<file path="src/rtl/lsl_seq.sv">
// Iterative 33-bit logical-shift-left ({carry, data}), STEP positions per cycle.
// Optional LSL_SEQ_SAT_BYPASS_EN resolves in_sh>=32 directly on accept.
module lsl_seq #(
  parameter int STEP = 4
) (
  input  logic        clk,
  input  logic        rst,
  input  logic        flush,
  input  logic        in_valid,
  output logic        in_ready,
  input  logic [31:0] in_data,
  input  logic [7:0]  in_sh,
  input  logic        in_carry,
  output logic        out_valid,
  input  logic        out_ready,
  output logic [31:0] out_data,
  output logic        out_carry
);
  localparam logic [5:0] STEP6 = 6'(STEP);

  typedef enum logic [1:0] {IDLE, SHIFT, DONE} state_t;

  state_t      state;
  logic [32:0] acc;
  logic [5:0]  cnt;
  logic [5:0]  k;
  logic [5:0]  sh_sat;
  logic [5:0]  cnt_nxt;

  assign k       = (cnt > STEP6) ? STEP6 : cnt;
  assign cnt_nxt = cnt - k;
  // Amounts past 33 all clear the 33-bit value, so 33 stands in for them.
  assign sh_sat  = (in_sh > 8'd33) ? 6'd33 : in_sh[5:0];

  always_ff @(posedge clk) begin
    if (rst || flush) begin
      state     <= IDLE;
      acc       <= '0;
      cnt       <= '0;
      in_ready  <= 1'b1;
      out_valid <= 1'b0;
      out_data  <= '0;
      out_carry <= 1'b0;
    end else begin
      case (state)
        IDLE: begin
          if (in_valid) begin
            in_ready <= 1'b0;
`ifdef LSL_SEQ_SAT_BYPASS_EN
            if (in_sh >= 8'd32) begin
              acc   <= {(in_sh == 8'd32) ? in_data[0] : 1'b0, 32'h0};
              cnt   <= '0;
              state <= DONE;
            end else begin
              acc   <= {in_carry, in_data};
              cnt   <= sh_sat;
              state <= (sh_sat != 6'd0) ? SHIFT : DONE;
            end
`else
            acc   <= {in_carry, in_data};
            cnt   <= sh_sat;
            state <= (sh_sat != 6'd0) ? SHIFT : DONE;
`endif
          end
        end
        SHIFT: begin
          acc <= acc << k;
          cnt <= cnt_nxt;
          if (cnt_nxt == 6'd0) state <= DONE;
        end
        DONE: begin
          // Result is published one cycle after entering DONE, then held.
          if (!out_valid) begin
            out_valid <= 1'b1;
            out_data  <= acc[31:0];
            out_carry <= acc[32];
          end else if (out_ready) begin
            out_valid <= 1'b0;
            in_ready  <= 1'b1;
            state     <= IDLE;
          end
        end
        default: state <= IDLE;
      endcase
    end
  end
endmodule

</file>
<file path="config.mk">
export PLATFORM = sky130hd
export DESIGN_NAME = lsl_seq
export DESIGN_NICKNAME = d
export VERILOG_FILES = /design/src/rtl/lsl_seq.sv
export SDC_FILE = /design/constraint.sdc
export NUM_CORES = 1
export LEC_CHECK = 0
export ABC_AREA = 1
export BUFFER_PORTS_ARGS = -buffer_cell sky130_fd_sc_hd__clkbuf_2
export CORE_ASPECT_RATIO = 1.1
export CORE_MARGIN = 2
export CORE_UTILIZATION = 60
export DETAILED_ROUTE_END_ITERATION = 6
export PLACE_DENSITY_LB_ADDON = 0.05
export SLEW_MARGIN = 20
export SYNTH_ARGS = -nofsm -noshare
export SYNTH_HDL_FRONTEND = slang
export SYNTH_SLANG_ARGS = --single-unit
</file>
<file path="constraint.sdc">
create_clock -name clk -period 3.7 [get_ports clk]
set_clock_uncertainty 0.15 [all_clocks]
set_input_delay 0.185 -clock clk [delete_from_list [all_inputs] [get_ports clk]]
set_output_delay 0.185 -clock clk [all_outputs]
set_load 0.01 [all_outputs]
</file>
==> results.tsv, run 1 <==
stage	metric	value	unit
placement	hpwl dp	7170	um
worst_setup_path	WS Path Type	reg2reg	
worst_hold_path	HP Start	in_data[3]	
yosys	most common cell in the netlist	nand2_1	
die	die height	90.5	um
grt	vias in the first global route	4148	
die	CORE AREA	6590	um^2
yosys	Mapped Area	4080	um^2
timing	Max Fclk	0.410	GHz
clocking	clock tree buffer depth	2	
yosys	Post-synth ARST share	0	
placement	gpl congestion	0.972	
detailed_routing	WL met2	5350	um
pwr	Int Pwr	1.38	mW
yosys	ys flop type	dfxtp_1	
clocking	CTS tree	built	
final_layout	Finished Layout Cells	806	
clocking	clk slew on worst S/H paths	0.08	ns
die	initial cell density of the core	0.618	
grt	global-route wire length before repair	18800	um
die	Die Width	82.6	um
status	outcome	finished clean	
clocking	H-tree depth	3	
detailed_routing	Pre-antenna DRT Iters	5	
detailed_routing	final WL	11400	um
clocking	clk_lat worst skew	0.36	ns
worst_setup_path	Worst R2R Setup Slack	1.26	ns
die	Ports	81	
die	DIE AREA	7470	um^2
worst_hold_path	hold path endpoint	acc[3]$_SDFFE_PP0P_	
timing	Slew @ Worst Pin	1.08	ns
pwr	clock power share	0.371	
worst_setup_path	WP data arrival	2.49	ns
yosys	Post-Syn Area per Cell	6.44	um^2
timing	max-slew violations	0	
pwr	Power Total	1.94	mW
yosys	Synth top cells by count	148 x nand2_1, 113 x a21oi_1, 90 x nand3_1	
grt	largest net degree at the start of global routing	47	
clocking	Num CTS Buffers	9	
clocking	Root Buffer Master	clkbuf_8	
yosys	synthesized instance count	633	
timing	RSZ-0062 raised after global routing	false	
worst_setup_path	CP Cell Sequence	inv_2 -> nor2_2 -> inv_2 -> a21oi_1 -> nor2_1 -> nand2_1 -> a21oi_1	
timing	Setup-failing EPs final	0	
pwr	Combinational Power Share	0.177	
yosys	top cells by area, synth	dfxtp_1 37%, a21oi_1 14%, nand2_1 14%	
worst_setup_path	slowest stage cell, crit path	nor2_2	
yosys	Distinct cells, synth	25	
yosys	FF+latch count, synth	76	
yosys	Synth top area share	0.373	
yosys	Synth area leader	dfxtp_1	
worst_setup_path	Critical Path End Type	flop	
final_layout	ANT cells	0	
detailed_routing	drt drc	0	
job	Max Cap Violations	0	
detailed_routing	Vias/cell	5.81	
pwr	leakage power	2.01	nW
grt	antenna violations before repair	0	
worst_setup_path	Worst Reg-to-Reg Cells	7	
placement	Placed Instances	759	
final_layout	post-route cell area	4940	um^2
worst_setup_path	Worst R2R Start	state[0]$_SDFFE_PP0P_	
grt	total congestion overflow	0	
yosys	Yosys warning total	0	
placement	placement-stage cell area	4400	um^2
pwr	PD cells	393	nW/um^2
yosys	sequential share of the synthesized area	0.373	
final_layout	share of cells above drive strength 1	0.159	
worst_setup_path	Worst path max stage delay	0.57	ns
worst_setup_path	crit start category	flop	
grt	Total GRT Usage	0.314	
pwr	NetSw	559	uW
detailed_routing	Routed met3 length	939	um
detailed_routing	WL/cell	14.1	um
detailed_routing	DR top layer	met4	
detailed_routing	Vias	4684	
timing	setup tns final	0	ns
worst_setup_path	RR Endpoint	state[1]$_SDFFE_PP0P_	
timing	minimum clock period after layout	2.44	ns
detailed_routing	Routed Antenna Nets	0	
pwr	Net Sw Frac	0.288	
worst_setup_path	CP Max Fanout	34	
worst_hold_path	Hold Path Depth	5	
timing	max_slew headroom	0.280	
timing	crit share post-route	0.659	
yosys	number of enable flip-flop cells after synthesis	0	
pwr	Seq pwr share	0.452	
final_layout	Area Overhead vs Synth	21.3	%
yosys	syn_nets	679	
worst_setup_path	worst path buffer plus inverter count	2	
timing	Final Hold Viols	0	
detailed_routing	met1 wire length	4820	um
worst_setup_path	CP delay by family, top	buffers and inverters	
die	Rows	31	
detailed_routing	initial DRC count	381	
worst_setup_path	critical path depth	7	
placement	# port buffers	80	
worst_setup_path	WP data required	3.75	ns
pwr	Peak VDD IR	0.303	mV
final_layout	Final #Nets	766	
clocking	Clock Sinks	76	
worst_hold_path	Hold Path Class	in2reg	
[cell families (layout without fill, tap and decap cells)]
group	Yosys count	count (layout)	synth area share
and+or+nand+nor	313	313	0.326
AOI/OAI and AO/OA	172	172	0.217
buffers and inverters	72	163	0.0835
DFF	76	76	0.373
[layer usage]
layer | track usage | vias up
li1 | - | 2300
met4 | 0.109 | 0
met1 | 0.420 | 2120
met5 | 0 | -
met3 | 0.0540 | 28
met2 | 0.505 | 236
[registers in the layout, indices dropped and copies added (netlist names)]
| signal | count |
|---|---|
| cnt | 6 |
| state | 2 |
| acc | 33 |
| in_ready | 1 |
| out_valid | 1 |
| out_data | 32 |
| out_carry | 1 |
[layout by cell type, fill, tap and decap left out]
cell type and instances:
clkinvlp_4 1, clkbuf_2 80, o2111ai_1 1, dfxtp_1 76, nand2_1 148, nor2_2 4, inv_1 26, dlygate4sd3_1 32
nor2_4 3, clkinv_1 1, nand2_2 2, o211ai_1 1, a21oi_1 113, o21ai_1 3, nor2_1 63, o211ai_2 2
inv_2 3, buf_4 6, o21ai_0 49, nand4_1 2, bufinv_16 2, a31oi_1 2, nor3_1 1, clkinv_2 1
o22ai_1 1, nand3_1 90, clkbuf_8 11
[worst register-to-register path: stages, from the launching register on]
cell	delay [ns]
dfxtp_1	0.41
inv_2	0.30
nor2_2	0.57
inv_2	0.41
a21oi_1	0.26
nor2_1	0.07
nand2_1	0.06
a21oi_1	0.05
[worst max-delay path by stage]
stage | startpoint | endpoint | slack (ns)
2_1_floorplan | state[0]$_SDFFE_PP0P_ | acc[30]$_SDFFE_PP0P_ | 2.23
3_3_place_gp | state[0]$_SDFFE_PP0P_ | cnt[4]$_SDFFE_PP0P_ | 1.38
3_5_place_dp | state[0]$_SDFFE_PP0P_ | cnt[2]$_SDFFE_PP0P_ | 1.36
4_1_cts | state[0]$_SDFFE_PP0P_ | cnt[4]$_SDFFE_PP0P_ | 1.33
5_1_grt | state[0]$_SDFFE_PP0P_ | state[1]$_SDFFE_PP0P_ | 1.07
6_report | state[0]$_SDFFE_PP0P_ | state[1]$_SDFFE_PP0P_ | 1.26
[power by group through the flow]
stage	combinational (mW)	sequential, mW	clock, mW
4_1_cts	0.337	0.876	0.721
5_1_grt	0.384	0.882	0.760
3_3_place_gp	0.305	0.894	0
6_report	0.344	0.877	0.719
3_5_place_dp	0.308	0.895	0
2_1_floorplan	0.246	0.886	0
[through the flow]
| stage | utilization | hold slack [ns] | setup slack, ns |
|---|---|---|---|
| global route | 0.750 | 0.0663 | 1.07 |
| floorplan | - | 0.199 | 2.23 |
| finish | 0.750 | 0.0151 | 1.26 |
| detailed placement | 0.667 | 0.305 | 1.36 |
| CTS | 0.750 | 0.0151 | 1.33 |
| global placement | 0.667 | 0.301 | 1.38 |
[cell type report]
class,count,area (um^2)
Multi-Input combinational cell,485,2220
Fill cell,565,1650
Sequential cell,76,1520
Timing Repair Buffer,118,766
Clock buffer,11,151
Inverter,30,113
Tap cell,82,103
Clock inverter,4,72.6
[timing repair]
action,CTS,global route
setup buffers,0,0
hold buffers,32,0
endpoints found under the hold margin,32,0
gates resized for setup,0,0
Note: power is estimated with default switching activity, not from simulation.
==> run 2, diff against run 1 <==
--- a/config.mk
+++ b/config.mk
@@ -9,7 +9,7 @@
 export BUFFER_PORTS_ARGS = -buffer_cell sky130_fd_sc_hd__clkbuf_2
 export CORE_ASPECT_RATIO = 1.1
 export CORE_MARGIN = 2
-export CORE_UTILIZATION = 60
+export CORE_UTILIZATION = 55
 export DETAILED_ROUTE_END_ITERATION = 6
 export PLACE_DENSITY_LB_ADDON = 0.05
 export SLEW_MARGIN = 20
==> constraint.sdc (replaced) <==
create_clock -name clk -period 2.39 [get_ports clk]
set_clock_uncertainty 0.15 [all_clocks]
set_input_delay 0.1195 -clock clk [delete_from_list [all_inputs] [get_ports clk]]
set_output_delay 0.1195 -clock clk [all_outputs]
set_load 0.01 [all_outputs]
==> run 2 against run 1 <==
Net effect:
- die area up 8.7%
- first-iteration DRC count increased by 5.8%
- sequential power grew 55%
- wire length increased by 4.0%
- design area increased by 2.5%
- count of clock-buffer cells in the layout unchanged
- clock power increased by 27%
- core utilization down 3.5 points
==> results.tsv, run 2 (synthesis gave the netlist of run 1 again) <==
stage	metric	value	unit
die	Ports	81	
grt	total congestion overflow	0	
status	outcome	finished clean	
final_layout	commonest non-fill, non-tap cell in the layout	nand2_1	
final_layout	most frequent cells in the layout	148 x nand2_1, 113 x a21oi_1, 90 x nand3_1	
clocking	Num CTS Buffers	9	
worst_setup_path	Critical Path End Type	flop	
die	Die Width	86.1	um
final_layout	Top reg by flops	acc	
final_layout	ANT cells	0	
worst_setup_path	CP endpoint	acc[14]$_SDFFE_PP0P_	
timing	setup tns final	0	ns
clocking	CTS tree	built	
die	DIE AREA	8120	um^2
worst_setup_path	Worst R2R Setup Slack	0.38	ns
grt	Total GRT Usage	0.295	
detailed_routing	initial DRC count	403	
timing	Final WS setup	0.378	ns
placement	pre-CTS setup slack	0.437	ns
worst_setup_path	WP data required	2.52	ns
worst_setup_path	RR Endpoint	acc[14]$_SDFFE_PP0P_	
timing	Fin Hold WS	0.0217	ns
worst_setup_path	WS Path Type	reg2reg	
placement	hpwl dp	7700	um
timing	RSZ-0062 raised after global routing	false	
timing	Max Fclk	0.497	GHz
final_layout	biggest regs	acc x33, out_data x32, cnt x6	
pwr	Power Total	2.84	mW
die	die height	94.3	um
pwr	leakage power	2.05	nW
die	CORE AREA	7090	um^2
final_layout	max reg flops	33	
final_layout	Area Overhead vs Synth	24.3	%
grt	vias in the first global route	4182	
detailed_routing	Pre-antenna DRT Iters	6	
detailed_routing	drt drc	0	
final_layout	share of cells above drive strength 1	0.168	
clocking	Setup Fix Bufs, Post-CTS	0	
final_layout	Final #Nets	781	
worst_setup_path	crit start category	flop	
detailed_routing	Vias/cell	5.71	
clocking	H-tree depth	3	
worst_hold_path	Hold Path Class	in2reg	
grt	antenna violations before repair	0	
grt	largest net degree at the start of global routing	46	
worst_setup_path	Worst R2R Start	cnt[4]$_SDFFE_PP0P_	
clocking	clk slew on worst S/H paths	0.08	ns
die	Rows	32	
detailed_routing	Vias	4709	
job	Max Cap Violations	0	
worst_setup_path	WP data arrival	2.15	ns
clocking	clk_lat worst skew	0.36	ns
worst_hold_path	HP Start	out_ready	
final_layout	Finished Layout Cells	825	
worst_setup_path	Worst Setup SP	cnt[4]$_SDFFE_PP0P_	
clocking	clock tree buffer depth	2	
timing	crit share post-route	0.842	
worst_setup_path	Worst Reg-to-Reg Cells	8	
detailed_routing	final WL	11800	um
die	initial cell density of the core	0.575	
detailed_routing	WL/cell	14.4	um
timing	minimum clock period after layout	2.01	ns
detailed_routing	Routed Antenna Nets	0	
placement	Placed Instances	771	
pwr	PD cells	560	nW/um^2
timing	max_slew headroom	0.645	
clocking	Clock Sinks	76	
clocking	Root Buffer Master	clkbuf_8	
placement	gpl congestion	0.939	
grt	global-route wire length before repair	19300	um
timing	max-slew violations	0	
timing	Final Hold Viols	0	
timing	Setup-failing EPs final	0	
timing	Slew @ Worst Pin	0.532	ns
pwr	Peak VDD IR	0.302	mV
placement	# port buffers	80	
worst_setup_path	CP Max Fanout	18	
==> run 2: cell types whose count changed in the layout (fill, tap and decap cells not counted), moves of 2 or more <==
cell	previous run	this run
buf_12	0	3
dlygate4sd3_1	32	38
clkinvlp_4	1	5
buf_4	6	12
bufinv_16	2	0
==> run 2: through the flow <==
| stage | util | cell area (um^2) |
|---|---|---|
| final | 0.715 | 5070 |
| after global routing | 0.715 | 5070 |
| after floorplan | - | 4080 |
| after CTS | 0.715 | 5070 |
| after detailed placement | 0.636 | 4510 |
| after global placement | 0.636 | 4510 |
==> run 2: per-layer routing <==
metal  global-route usage  wire [um]
met4                0.126        233
met2                0.483       5650
met3               0.0475        771
met1                0.384       5190
met5                    0          0
==> run 2: worst min path at each step <==
stage                     depth (start not counted)                      to
after floorplan                                   2     cnt[1]$_SDFFE_PP0P_
after CTS                                         4  out_valid$_SDFFE_PP0P_
after global routing                              4   state[1]$_SDFFE_PP0P_
final                                             4  out_valid$_SDFFE_PP0P_
after global placement                            3     acc[0]$_SDFFE_PP0P_
after detailed placement                          3     cnt[1]$_SDFFE_PP0P_
==> run 2: worst max-delay path, stage by stage (launching register included) <==
cell     delay [ns]
dfxtp_1        0.34
nor2_2         0.19
nand2_2        0.22
nor2_4         0.39
buf_4          0.25
nand2_1        0.08
nand3_1        0.08
nand3_1        0.08
a21oi_1        0.16
==> run 2: cell type report <==
cell class                 instances  area (um^2)
clock inverter                     5         37.5
sequential                        76         1520
clock buffer                      11          141
tap                               85          106
inverter                          30          113
multi-input combinational        485         2220
fill                             627         2020
timing repair buffer             133          931
==> run 2: power breakdown <==
group          internal (mW)  total (mW)  switching (mW)  leakage (nW)
logic                  0.222       0.571           0.349          1.36
registers               1.31        1.36          0.0499         0.618
clock network          0.405       0.912           0.507        0.0738
==> run 2: timing repair <==
item / 4_1_cts / 5_1_grt
hold buffers: 38 / 0
hold endpoints to repair: 39 / 0
resized for setup: 0 / 0
